## config.mk

```make
export PLATFORM = sky130hd
export DESIGN_NAME = conv_frame_ctrl
export DESIGN_NICKNAME = d
export VERILOG_FILES = /design/src/rtl/conv_pkg.sv /design/src/rtl/conv_raster_cnt.sv /design/src/rtl/conv_frame_ctrl.sv
export SDC_FILE = /design/constraint.sdc
export NUM_CORES = 1
export LEC_CHECK = 0
export ABC_AREA = 1
export ABC_CLOCK_PERIOD_IN_PS = 6200
export CORE_ASPECT_RATIO = 0.75
export CORE_MARGIN = 3
export CORE_UTILIZATION = 34
export DETAILED_ROUTE_END_ITERATION = 12
export MAX_ROUTING_LAYER = met4
export PLACE_DENSITY = 0.56
export SYNTH_ARGS = -nofsm -noshare
export SYNTH_HDL_FRONTEND = slang
export SYNTH_SLANG_ARGS = --single-unit
```

## constraint.sdc

```tcl
create_clock -name clk -period 6.2 [get_ports clk]
set_clock_uncertainty 0.05 [all_clocks]
set_input_delay 0.93 -clock clk [delete_from_list [all_inputs] [get_ports clk]]
set_output_delay 0.93 -clock clk [all_outputs]
set_load 0.01 [all_outputs]
```

## src/rtl/conv_pkg.sv

```systemverilog
// rtl/conv_pkg.sv - shared state encoding, kernel modes and sizing helper for the frame controller
//
// Contents:
//   conv_state_t   controller FSM states (IDLE, STREAM, FLUSH, DONE)
//   MODE_*         kernel select values driven on core_mode
//   cnt_width()    width of the per-frame pixel/advance counters
package conv_pkg;

    typedef enum logic [1:0] {
        ST_IDLE   = 2'd0,
        ST_STREAM = 2'd1,
        ST_FLUSH  = 2'd2,
        ST_DONE   = 2'd3
    } conv_state_t;

    localparam logic [1:0] MODE_SHARPEN = 2'd0;
    localparam logic [1:0] MODE_GAUSS   = 2'd1;
    localparam logic [1:0] MODE_EDGE    = 2'd2;
    localparam logic [1:0] MODE_PASS    = 2'd3;

    // Counters must hold the largest advance number of a frame without wrapping.
    function automatic int cnt_width(input int img_w, input int img_h, input int lat);
        return $clog2(img_w * img_h + lat + 1);
    endfunction

endpackage

```

## src/rtl/conv_raster_cnt.sv

```systemverilog
// rtl/conv_raster_cnt.sv - output raster position tracker producing start/end-of-line/end-of-frame flags
//
// Ports:
//   clk, rst        clock and asynchronous active-high reset
//   clr             return to the cleared (all zero) state
//   load            begin a new frame: index 0, flags describe beat 0
//   step            the current output beat was accepted; move to the next index
//   sof, eol, eof   registered markers describing the beat currently presented
module conv_raster_cnt
    import conv_pkg::*;
#(
    parameter int IMG_WIDTH  = 640,
    parameter int IMG_HEIGHT = 480,
    parameter int CW         = cnt_width(640, 480, 5)
) (
    input  logic clk,
    input  logic rst,
    input  logic clr,
    input  logic load,
    input  logic step,
    output logic sof,
    output logic eol,
    output logic eof
);

    localparam int              COL_W    = $clog2(IMG_WIDTH);
    localparam logic [CW-1:0]   LAST_IDX = CW'(IMG_WIDTH * IMG_HEIGHT - 1);
    localparam logic [COL_W-1:0] LAST_COL = COL_W'(IMG_WIDTH - 1);

    logic [CW-1:0]    idx;
    logic [COL_W-1:0] col;
    logic [CW-1:0]    idx_nxt;
    logic [COL_W-1:0] col_nxt;

    always_comb begin
        idx_nxt = idx + CW'(1);
        col_nxt = (col == LAST_COL) ? '0 : col + COL_W'(1);
    end

    // Flags are computed for the index being moved to, so they change only
    // when a beat is accepted and therefore stay put while the output stalls.
    always_ff @(posedge clk or posedge rst) begin
        if (rst) begin
            idx <= '0;
            col <= '0;
            sof <= 1'b0;
            eol <= 1'b0;
            eof <= 1'b0;
        end else if (clr) begin
            idx <= '0;
            col <= '0;
            sof <= 1'b0;
            eol <= 1'b0;
            eof <= 1'b0;
        end else if (load) begin
            idx <= '0;
            col <= '0;
            sof <= 1'b1;
            eol <= (LAST_COL == '0);
            eof <= (LAST_IDX == '0);
        end else if (step) begin
            idx <= idx_nxt;
            col <= col_nxt;
            sof <= 1'b0;
            eol <= (col_nxt == LAST_COL);
            eof <= (idx_nxt == LAST_IDX);
        end
    end

endmodule

```

## src/rtl/conv_frame_ctrl.sv

```systemverilog
// rtl/conv_frame_ctrl.sv - frame sequencer between a raster pixel stream, a pipelined convolution core and an output stream
//
// Ports:
//   clk, rst                 clock and asynchronous active-high reset
//   start, abort, mode_cfg   frame start request, synchronous abort, kernel select
//   busy, done               frame in progress, one-cycle completion pulse
//   s_valid/s_ready/s_data   raster input stream
//   core_ce/core_pixel/core_mode/core_pixel_out   convolution core interface
//   m_valid/m_ready/m_data/m_sof/m_eol/m_eof      output stream with raster markers
module conv_frame_ctrl
    import conv_pkg::*;
#(
    parameter int PIXEL_WIDTH = 8,
    parameter int IMG_WIDTH   = 640,
    parameter int IMG_HEIGHT  = 480,
    parameter int CORE_LAT    = 5
) (
    input  logic                   clk,
    input  logic                   rst,
    input  logic                   start,
    input  logic                   abort,
    input  logic [1:0]             mode_cfg,
    output logic                   busy,
    output logic                   done,
    input  logic                   s_valid,
    output logic                   s_ready,
    input  logic [PIXEL_WIDTH-1:0] s_data,
    output logic                   core_ce,
    output logic [PIXEL_WIDTH-1:0] core_pixel,
    output logic [1:0]             core_mode,
    input  logic [PIXEL_WIDTH-1:0] core_pixel_out,
    output logic                   m_valid,
    input  logic                   m_ready,
    output logic [PIXEL_WIDTH-1:0] m_data,
    output logic                   m_sof,
    output logic                   m_eol,
    output logic                   m_eof
);

    localparam int            NPIX      = IMG_WIDTH * IMG_HEIGHT;
    localparam int            CW        = cnt_width(IMG_WIDTH, IMG_HEIGHT, CORE_LAT);
    localparam logic [CW-1:0] LAST_PIX  = CW'(NPIX - 1);
    localparam logic [CW-1:0] LAT_C     = CW'(CORE_LAT);
    localparam logic [CW-1:0] TOTAL_ADV = CW'(NPIX + CORE_LAT);

    conv_state_t   state;
    logic [CW-1:0] in_cnt;
    logic [CW-1:0] adv_cnt;
    logic          out_ok;
    logic          handshake;
    logic          start_ok;

    // The core may only advance when the output register is free or being
    // emptied this cycle, which keeps core_pixel_out stable under a stall.
    assign out_ok    = !m_valid || m_ready;
    assign handshake = m_valid && m_ready;
    assign start_ok  = (state == ST_IDLE) && start;

    always_comb begin
        s_ready    = 1'b0;
        core_ce    = 1'b0;
        core_pixel = '0;
        case (state)
            ST_STREAM: begin
                s_ready    = out_ok;
                core_ce    = s_valid && out_ok;
                core_pixel = s_data;
            end
            ST_FLUSH: begin
                // Zeros are pushed until the last real pixel has left the core.
                core_ce = out_ok && (adv_cnt < TOTAL_ADV);
            end
            default: begin
                s_ready    = 1'b0;
                core_ce    = 1'b0;
                core_pixel = '0;
            end
        endcase
    end

    // The core output is only meaningful while a beat is presented.
    assign m_data = m_valid ? core_pixel_out : '0;

    always_ff @(posedge clk or posedge rst) begin
        if (rst) begin
            state     <= ST_IDLE;
            core_mode <= MODE_SHARPEN;
            in_cnt    <= '0;
            adv_cnt   <= '0;
            m_valid   <= 1'b0;
            done      <= 1'b0;
            busy      <= 1'b0;
        end else if (abort) begin
            state   <= ST_IDLE;
            in_cnt  <= '0;
            adv_cnt <= '0;
            m_valid <= 1'b0;
            done    <= 1'b0;
            busy    <= 1'b0;
        end else begin
            done <= 1'b0;
            if (core_ce) begin
                adv_cnt <= adv_cnt + CW'(1);
            end
            // Advances 1..CORE_LAT only prime the core; their results are dropped.
            if (core_ce && (adv_cnt >= LAT_C)) begin
                m_valid <= 1'b1;
            end else if (handshake) begin
                m_valid <= 1'b0;
            end
            case (state)
                ST_IDLE: begin
                    if (start) begin
                        core_mode <= mode_cfg;
                        in_cnt    <= '0;
                        adv_cnt   <= '0;
                        m_valid   <= 1'b0;
                        busy      <= 1'b1;
                        state     <= ST_STREAM;
                    end
                end
                ST_STREAM: begin
                    if (core_ce) begin
                        in_cnt <= in_cnt + CW'(1);
                        if (in_cnt == LAST_PIX) begin
                            state <= ST_FLUSH;
                        end
                    end
                end
                ST_FLUSH: begin
                    if (handshake && m_eof) begin
                        state <= ST_DONE;
                        done  <= 1'b1;
                    end
                end
                ST_DONE: begin
                    state <= ST_IDLE;
                    busy  <= 1'b0;
                end
                default: begin
                    state <= ST_IDLE;
                end
            endcase
        end
    end

    conv_raster_cnt #(
        .IMG_WIDTH  (IMG_WIDTH),
        .IMG_HEIGHT (IMG_HEIGHT),
        .CW         (CW)
    ) u_raster (
        .clk  (clk),
        .rst  (rst),
        .clr  (abort),
        .load (start_ok),
        .step (handshake),
        .sof  (m_sof),
        .eol  (m_eol),
        .eof  (m_eof)
    );

endmodule
```

# --- Word-level counts from Yosys, hierarchy flattened ---
# Cells that the tools add are included.
op_classes:
  addsub: 4
  order_cmp: 2
  n_eq_ne: 11
  mux: 45
  bitwise_logic: 1
  reduce_logical: 16
op_table:
  columns: ["operator", "count"]
  rows:
  - ["19-bit 2-to-1 mux", 10]
  - ["19-bit by 1-bit adder with 19-bit output, second input constant", 3]
  - ["10-bit 2-to-1 mux", 4]
  - ["19-bit equality test, second input constant", 2]
  - ["19-bit one-hot mux with 2 select lines", 1]
  - ["10-bit equality test, second input constant", 2]
  - ["1-bit 2-to-1 mux", 20]
  - ["19-bit by 3-bit greater-or-equal comparator with 1-bit output, second input constant", 1]
  - ["19-bit less-than comparator, second input constant", 1]
  - ["8-bit 2-to-1 mux", 2]
  - ["3-bit != test, second input constant", 4]
  - ["10-bit by 1-bit adder with 10-bit output, second input constant", 1]
  - ["2-bit 2-to-1 mux", 5]
  - ["3-bit nonzero test", 3]
  - ["2-bit one-hot mux with 4 select lines", 1]
  - ["1-bit logical AND", 6]
  - ["3-bit AND reduction", 2]
  - ["2-bit equality test, second input constant", 2]
  - ["1-bit one-hot mux with 2 select lines", 2]
  - ["4-bit AND reduction", 1]
  - ["2-bit by 1-bit equality test with 1-bit output, second input constant", 1]
  - ["2-bit zero test", 1]
  - ["2-bit AND reduction", 1]
  - ["1-bit zero test", 1]
  - ["2 further kinds", 2]
word_totals:
  reg_bits: 77
  output_inout_bits: 26
  wordCells: 91

# --- Logic depth before layout (Yosys ltp) ---
depth:
  word_depth: 9
  depth_mapped: 14
  ltp_nobuf: 13

# --- By module ---
# Synthesis repeated with hierarchy kept, for this count alone.
unflattened:
  hier_cells: 771
  area_unflattened_um2: 5195.0
modules_own_cells:
  columns: ["module", "n_inst", "cells_each", "area_per_inst_um2", "seq_area_each_um2"]
  rows:
  - ["conv_frame_ctrl", 1, 497, 3265.6, 1126.1]
  - ["conv_raster_cnt", 1, 274, 1929.4, 800.8]

# --- Worst setup path before layout ---
# OpenSTA, ideal clock, no wires.
synth_path:
  kind: "in2out"
  start: "in s_valid"
  end: "out core_ce"
  arrival_time_ns: 1.509
  slack_ns: 3.711
  path_stages: 5
  path_cell_list: "o21ai_0 nor2_2 nand2_4 inv_2 buf_4"
synth_between:
  elab_chain_cells: 2
synth_rtl:
  columns: ["element", "line", "source"]
  rows:
  - ["start: declaration", "conv_frame_ctrl.sv:25", "input logic s_valid,"]
  - ["1-bit logical AND", "conv_frame_ctrl.sv:66", "core_ce = s_valid && out_ok;"]
  - ["1-bit one-hot mux with 2 select lines", "conv_frame_ctrl.sv:63", "case (state)"]
  - ["end: declaration", "conv_frame_ctrl.sv:28", "output logic core_ce,"]
# No other way between the ends.

# --- Final worst setup path ---
layout_path:
  start: "in m_ready"
  end: "out core_ce"
layout_between:
  elab_chain_cells: 3
  word_cells_on_any_way: 4
layout_rtl:
  columns: ["element", "line", "source"]
  rows:
  - ["start: declaration", "conv_frame_ctrl.sv:33", "input logic m_ready,"]
  - ["1-bit logical OR (*)", "conv_frame_ctrl.sv:55", "assign out_ok = !m_valid || m_ready;"]
  - ["1-bit logical AND (on tied branches)", "conv_frame_ctrl.sv:71, conv_frame_ctrl.sv:66", null]
  - ["1-bit one-hot mux with 2 select lines (*)", "conv_frame_ctrl.sv:63", null]
# Every way passes the cells marked *; elsewhere a longest branch is shown, timed or not.

==> results.md <==
* Setup_tns at 0 ns
* Crit path time final at 3.900 ns
* Starting Density at 35.33%
* Cells after Synth at 780
* Core Util, Final at 41.44%
* Register area share after synthesis at 37.12%
* Top-area cell type share of the netlist area at 37.12%
* Yosys cell types at 33
* R2r worst-path depth at 9
* Max VDD drop at 0.1641 mV
* ANT nets after route at 0
* H-tree level count at 3
* R2r startpoint: state[0]
* Mean Syn Cell Area at 6.655 um2
* GRT Util Overall at 17.31%
* Detailed placement HPWL at 9709 um
* Ys async rst share at 100.0%
* Most common cell in the synthesized netlist: nand2_1
* Period utilization at 62.91%
* Leakage at 2.690 nW
* Critical Path Fanout Max at 20
* Fmax at 256.4 MHz
* Reg-to-Reg End: u_raster.col[9]
* Longest Clk Path Bufs at 2
* Violation count after the first detailed-route iteration at 361
* Area grow syn2layout at 17.28%
* DRC violations left at 0
* Worst Setup End Kind: output pin
* Fill count at 1551
* Core footprint at 14690 um2
* CP required at 5.22 ns
* DIE WIDTH at 148.7 um
* Fin nets at 853
* Hold Path End: u_raster.eol
* First-pass iteration count of the detailed router at 5
* Post-cts repair resize count at 0
* Gpl congestion at 0.9236
* Status: finished clean
* Port Buffers at 49
* First-pass GRT wire length at 22970 um
* Overall routed net length at 13440 um
* Setup CP Type: in -> out
* Post-synth EDFFs at 0
* Crit start category: input port
* Clock Root Buffer: clkbuf_16
* R2R Setup Slk at 3.30 ns
* Post-DR wirelength/cell at 13.13 um
* Final setup vio count at 0
* Slew headroom at 31.61%
* Syn nets at 814
* CTS tree: done
* Vias at 4893
* Multi-input gate area at 2769 um2
* Num CTS Buffers at 9
* RSZ-0062 raised after global routing: no
* Vias per inst at 4.783
* Gr ovfl total at 0
* Number of global-route vias before repair at 4449
* Final max-slew violation count at 0
* Cell taking the most area after synthesis: dfrtp_1
* Worst-path clk slew at 0.05 ns
* IO Pins at 50
* Row cnt at 38
* Flops & latches, synth at 77
* Critical Path AT at 2.92 ns
* Final hold viol count at 0
* Pin count of the biggest net entering global routing at 78
* Slew @ Worst Pin at 1.026 ns
* Post-CTS setup buffer count at 0
* Cell area after synthesis at 5191 um2
* Die height at 113.0 um
* Diode count at 0
* Hold crit path type: reg -> reg
* Main synth FF type: dfrtp_1
* Synth top cells by count: nand2_1 (234), nor2_1 (128), inv_1 (98), dfrtp_1 (77), nand3_1 (51)
* Max Cap Viol at 0
* Storage element area at 1927 um2
* Cell Pwr Density at 266.4 nW/um2
* Hold path start: u_raster.eol
* Clock latency on the worst-skew pair at 0.34 ns
* Share of layout cells above drive strength 1 at 3.888%
* Hold_buf cts at 0
* Die area at 16800 um2
* Hold Path Stages at 2
* Sink Count at 77
* Synth area leaders: dfrtp_1 (37%), nand2_1 (17%), nor2_1 (9.3%), inv_1 (7.1%), nand3_1 (4.9%)
* Yosys warning count at 0
* Initial antenna violation count at 0
registers in the layout (all words and copies together) (netlist names), 2 cells and up:
signal / cells
core_mode: 2
u_raster.col: 10
adv_cnt: 19
state: 2
in_cnt: 19
u_raster.idx: 19
logic make-up (layout without fill, tap and decap cells):
kind of cell,Yosys count,in the layout,share of synthesized area [%]
AO/OA/AOI/OAI,68,68,7.255
XOR/XNOR,20,20,3.374
adder cells (fa/ha/maj),10,10,2.410
buffers and inverters,123,166,9.544
flip-flops,77,77,37.12
multiplexers,2,2,0.4338
AND/OR/NAND/NOR,480,480,39.86
layer usage:
layer | vias to the layer above | track usage (%) | share of wire (%) | wire length, um
li1 | 2571 | - | - | -
met1 | 2181 | 27.48 | 56 | 7590
met2 | 127 | 22.34 | 38 | 5089
met3 | 14 | 3.283 | 4.6 | 615
met4 | 0 | 3.754 | 1.0 | 141
met5 | - | - | 0 | 0
how the worst max path moves through the flow:
stage	endpoint	slack, ns	depth (start not counted)	startpoint
5_1_grt	core_ce	2.18	6	m_ready
6_report	core_ce	2.30	6	m_ready
4_1_cts	core_ce	2.32	6	m_ready
3_3_place_gp	core_ce	2.38	6	m_ready
2_1_floorplan	adv_cnt[0]	3.25	1	rst
3_5_place_dp	u_raster.idx[17]	2.32	6	abort
cell usage in the layout, fill, tap and decap left out, types with 3 or more instances in the layout:
cell type        netlist  final
nand2_1              234    234
clkdlybuf4s50_1        0     49
dfrtp_1               77     77
a21oi_1               15     15
clkbuf_16              0      9
o211ai_1               4      4
nor2_4                 3      3
nand4_1               38     38
o22ai_1               13     13
ha_1                  10     10
o21ai_0               32     32
nor3_1                11     11
nand2_4                3      3
xnor2_1                3      3
nor2_1               128    128
nand3_1               51     51
xor2_1                17     17
inv_1                 98     97
clkinv_2               0      3
clkbuf_1               8      3
nor2_2                 4      4
metrics by stage:
stage	power, mW	std cells	setup slack (ns)	hold WS (ns)	area (um2)
6_report	1.622	1023	2.300	0.4438	6088
4_1_cts	1.641	1023	2.321	0.4590	6088
5_1_grt	1.732	1023	2.181	0.4734	6088
2_1_floorplan	0.9734	780	3.253	0.4259	5191
3_5_place_dp	1.153	1008	2.322	0.4460	5828
3_3_place_gp	1.157	1008	2.380	0.4420	5828
worst max-delay path, stage by stage:
cell and delay (ns):
clkdlybuf4s50_1 0.48, nor2_1 0.11, nor2_2 0.28, nand2_4 0.20
inv_2 0.31, clkdlybuf4s50_1 0.61
power breakdown:
group | switching (mW) | internal (mW)
Sequential | 0.0667 | 0.550
Clock | 0.199 | 0.279
Combinational | 0.335 | 0.193
cell type report:
class | instances | share of cell area (%)
clock inverters | 2 | 0.1644
well taps | 200 | 4.110
inverters | 100 | 6.186
clock buffers | 13 | 4.110
flip-flops and latches | 77 | 31.65
multi-input cells | 580 | 45.48
repair buffers | 51 | 8.303
Note: power is estimated with default switching activity, not from simulation.
